$ cat config.mk
export PLATFORM = sky130hd
export DESIGN_NAME = decoder_3to8_seq
export DESIGN_NICKNAME = d
export VERILOG_FILES = /design/src/rtl/decoder_3to8_seq.sv
export SDC_FILE = /design/constraint.sdc
export NUM_CORES = 1
export LEC_CHECK = 0
export CORE_MARGIN = 3
export CORE_UTILIZATION = 40
export DETAILED_ROUTE_END_ITERATION = 6
export PLACE_DENSITY = 0.66
export SYNTH_ARGS = -nofsm -noshare
export SYNTH_HDL_FRONTEND = slang
export SYNTH_SLANG_ARGS = --single-unit
$ cat constraint.sdc
create_clock -name clk -period 1.6 [get_ports clk]
set_clock_uncertainty 0.1 [all_clocks]
set_input_delay 0.32 -clock clk [delete_from_list [all_inputs] [get_ports clk]]
set_output_delay 0.32 -clock clk [all_outputs]
set_load 0.01 [all_outputs]
$ cat src/rtl/decoder_3to8_seq.sv
// Sequenced 3-to-8 one-hot decoder: accepts a code over valid/ready and holds its one-hot for HOLD_CYCLES.
// Optional macro DEC_GAP_EN adds a one-cycle all-zero GAP after each pulse (break-before-make).
module decoder_3to8_seq #(
  parameter int unsigned HOLD_CYCLES = 4
) (
  input  logic       clk,
  input  logic       rst_n,
  input  logic       in_valid,
  output logic       in_ready,
  input  logic [2:0] code,
  output logic [7:0] Y,
  output logic       busy,
  output logic       done
);

  localparam int unsigned CW = $clog2(HOLD_CYCLES + 1);
  localparam logic [CW-1:0] RELOAD = CW'(HOLD_CYCLES - 1);

  typedef enum logic [1:0] {
    IDLE  = 2'd0,
    DRIVE = 2'd1,
    GAP   = 2'd2
  } state_t;

  state_t          state_q, state_d;
  logic [CW-1:0]   cnt_q, cnt_d;
  logic [2:0]      code_q, code_d;
  logic [7:0]      y_d;
  logic            busy_d;
  logic            done_d;

  // Next-state, counter and latched-code logic; in_ready depends only on registered state.
  always_comb begin
    state_d  = state_q;
    cnt_d    = cnt_q;
    code_d   = code_q;
    in_ready = 1'b0;

    case (state_q)
      IDLE: begin
        in_ready = 1'b1;
        if (in_valid) begin
          state_d = DRIVE;
          cnt_d   = RELOAD;
          code_d  = code;
        end
      end
      DRIVE: begin
        if (cnt_q != '0) begin
          cnt_d = cnt_q - CW'(1);
        end else begin
`ifdef DEC_GAP_EN
          state_d = GAP;
`else
          // Last hold cycle doubles as an accept slot so pulses can abut.
          in_ready = 1'b1;
          if (in_valid) begin
            cnt_d  = RELOAD;
            code_d = code;
          end else begin
            state_d = IDLE;
          end
`endif
        end
      end
      GAP: begin
        state_d = IDLE;
      end
      default: begin
        state_d = IDLE;
      end
    endcase

    y_d    = (state_d == DRIVE) ? 8'(8'h01 << code_d) : 8'h00;
    busy_d = (state_d != IDLE);
    done_d = (state_d == DRIVE) && (cnt_d == '0);
  end

  // State and registered outputs; reset abandons any pulse in progress.
  always_ff @(posedge clk or negedge rst_n) begin
    if (!rst_n) begin
      state_q <= IDLE;
      cnt_q   <= '0;
      code_q  <= 3'd0;
      Y       <= 8'h00;
      busy    <= 1'b0;
      done    <= 1'b0;
    end else begin
      state_q <= state_d;
      cnt_q   <= cnt_d;
      code_q  <= code_d;
      Y       <= y_d;
      busy    <= busy_d;
      done    <= done_d;
    end
  end

endmodule

==> impl_metrics.json <==
{
  "status": "finished with violations",
  "violations": "setup timing",
  "grt_pass1_vias": 646,
  "row_count": 15,
  "path_clk_slew_ps": 100,
  "io_pins": 17,
  "antenna_found_initial": 0,
  "grt_max_degree": 19,
  "num_vias": 648,
  "final.setup.tns_ps": -1834,
  "routed_wirelength_um": 1716,
  "synth_cell_types": 27,
  "p_clk_frac": 0.232,
  "placed_cells": 127,
  "grt_setup_unrepaired": "yes",
  "ys_ff_latch": 18,
  "fin_ws_ps": -212.8,
  "portBuffers": 16,
  "syn_nets": 82,
  "htreeDepth": 1,
  "crit_type": "reg2reg",
  "drt_iter0_drc": 5,
  "synthTopCellsByCount": "dfrtp_1 (18), nor2_1 (11), nand2_1 (5), nor2b_1 (5)",
  "wl_met2_um": 810,
  "leakage_uw": 0.0007328,
  "detail_route.wl_per_cell_um": 12.71,
  "cts_sinks": 18,
  "cts_tree": "done",
  "core_area_um2": 1821,
  "place_congestion": 0.7826,
  "worstPathMaxFanout": 4,
  "syn_avg_cell_area_um2": 11.01,
  "fillers": 138,
  "hold_path_class": "in2async",
  "synth_cells": 74,
  "stdcell_count": 135,
  "swShare": 0.2836,
  "ys_async_sr_fraction": 1.000,
  "clockBufferDepth": 2,
  "cp_data_arrival_time_ps": 1940,
  "ys_warn_count": 0,
  "power_frac_comb": 0.319,
  "top_layer_used": "met4",
  "slew_violations": 0,
  "grt.overflow.total": 0,
  "period_needed_ps": 1813,
  "grt_util_all_layers": 0.1448,
  "p_total_uw": 1208,
  "critical_path_required_ps": 1730,
  "power.density_nw_per_um2": 965.1,
  "p_switching_uw": 342.4,
  "yosysMostFrequentCell": "dfrtp_1",
  "fp.dieArea_um2": 2614,
  "firstDrtPassIters": 4,
  "drc_errors": 0,
  "p_seq_frac": 0.449,
  "syn_area_um2": 814.5,
  "fin_crit_sh": 1.133,
  "crit_path_end_kind": "flop",
  "cts_hold_buf": 0,
  "viasPerCell": 4.800,
  "p_int_uw": 865.1,
  "layout.nets": 119,
  "cts_buffers": 3,
  "cap_viol_max_count": 0,
  "met1_length_um": 804,
  "die_h_um": 51.13,
  "dp_hpwl_um": 1179,
  "clkLatencyLatePin_ps": 300,
  "synth-edff-count": 0,
  "antenna_cells": 0,
  "hold_viol": 0,
  "areaGrowthSynthToFinish_pct": 53.61,
  "max_freq_mhz": 551.6,
  "ant_nets": 0,
  "yosysTopAreaCell": "dfrtp_1",
  "synth_ff_type": "dfrtp_1",
  "setup_viol": 15,
  "grt_pass1_wl_um": 2808,
  "clock-root-buffer": "clkbuf_4",
  "wl_met3_um": 74,
  "peakVddDrop_mv": 0.5519,
  "synth_area_leaders": "dfrtp_1 (55%), nor2_1 (5.1%), nor2b_1 (3.8%)",
  "yosysTopAreaCellShare": 0.5530,
  "cp-start-kind": "flop",
  "dieWidth_um": 51.13,
  "start_util": 0.4474,
  "drive_gt1_frac": 0.3636,
  "synth_seq_area_share": 0.5530
}
cells in the final DEF (no fill, tap or decap), types with 2 or more instances in the layout:
| cell | netlist | routed |
|---|---|---|
| o21ai_0 | 2 | 2 |
| nand2_1 | 5 | 4 |
| dfrtp_1 | 18 | 18 |
| mux2_4 | 1 | 4 |
| clkdlybuf4s50_1 | 0 | 5 |
| dlymetal6s2s_1 | 0 | 9 |
| buf_6 | 1 | 3 |
| mux2i_1 | 3 | 2 |
| nor2_1 | 11 | 10 |
| a21oi_2 | 0 | 2 |
| clkbuf_4 | 0 | 3 |
| a21oi_1 | 4 | 2 |
| nor2b_1 | 5 | 5 |
| inv_2 | 0 | 2 |
| inv_1 | 4 | 2 |
| buf_4 | 0 | 16 |
routing by layer:
| layer | global-route usage | vias to the layer above |
|---|---|---|
| li1 | - | 317 |
| met1 | 0.1790 | 310 |
| met2 | 0.2339 | 18 |
| met3 | 0.03790 | 3 |
| met4 | 0.06726 | 0 |
| met5 | 0 | - |
cell type report:
class                      instances  area, um2  area share
sequential                        18      450.4      0.3600
multi-input combinational         49      387.9      0.3100
timing repair buffer              35      330.3      0.2640
clock buffer                       4      36.28     0.02900
tap                               25      31.28     0.02500
inverter                           4      15.01     0.01200
through the flow:
stage	area [um2]	setup slack (ps)	hold slack, ps	util
after floorplan	830.8	-133.6	-75.59	-
after global placement	1116	-227.7	402.2	0.6131
after detailed placement	1116	-256.1	404.4	0.6131
after CTS	1206	-217.2	236.2	0.6625
after global routing	1251	-287.0	253.4	0.6873
final	1251	-212.8	231.0	0.6873
power by group through the flow:
| stage | clock network, uW | registers (uW) | logic, uW |
|---|---|---|---|
| 2_1_floorplan | 0 | 552 | 166 |
| 3_5_place_dp | 0 | 549 | 320 |
| 4_1_cts | 286 | 542 | 364 |
| 3_3_place_gp | 0 | 547 | 308 |
| 5_1_grt | 313 | 551 | 421 |
| 6_report | 280 | 543 | 385 |
worst max-delay path, stage by stage, from the launching register on:
cell and delay, ps:
dfrtp_1 410, inv_2 90, ha_4 150, nand2b_4 70, buf_6 120, a211oi_4 230
buf_6 160, mux2_4 310, nor2_1 100
flip-flops by register name (all words and copies together) (netlist names):
signal and cells:
Y 8, busy 1, cnt_q 3, code_q 3, done 1, state_q 2
repair_timing:
action                     CTS  global route
buffers inserted             2             2
setup endpoints to repair   15            25
pin swaps                    8             4
resized for setup           16            11
kinds of logic (layout without fill, tap and decap cells):
group           Yosys count  in the layout  synth area share
fa+ha+maj                 2              2           0.03072
simple gates             27             27            0.1613
flops                    18             18            0.5530
mux                       7              7           0.09677
buf+inv                   7             43           0.04147
compound gates           12             12            0.1122
other cells               1              1          0.004604
final timing paths:
path	from	end	slack, ps	cells after the start
worst max register to register	cnt_q[0]	Y[7]	-210	8
max in group asynchronous	rst_n	Y[7]	970	2
worst min-delay path	rst_n	Y[3]	230	2
worst min register to register	code_q[2]	code_q[2]	430	1
worst max-delay path	cnt_q[0]	Y[7]	-210	8
min in group clk	code_q[2]	code_q[2]	430	1
No activity file was read; power rests on OpenSTA's default activity.
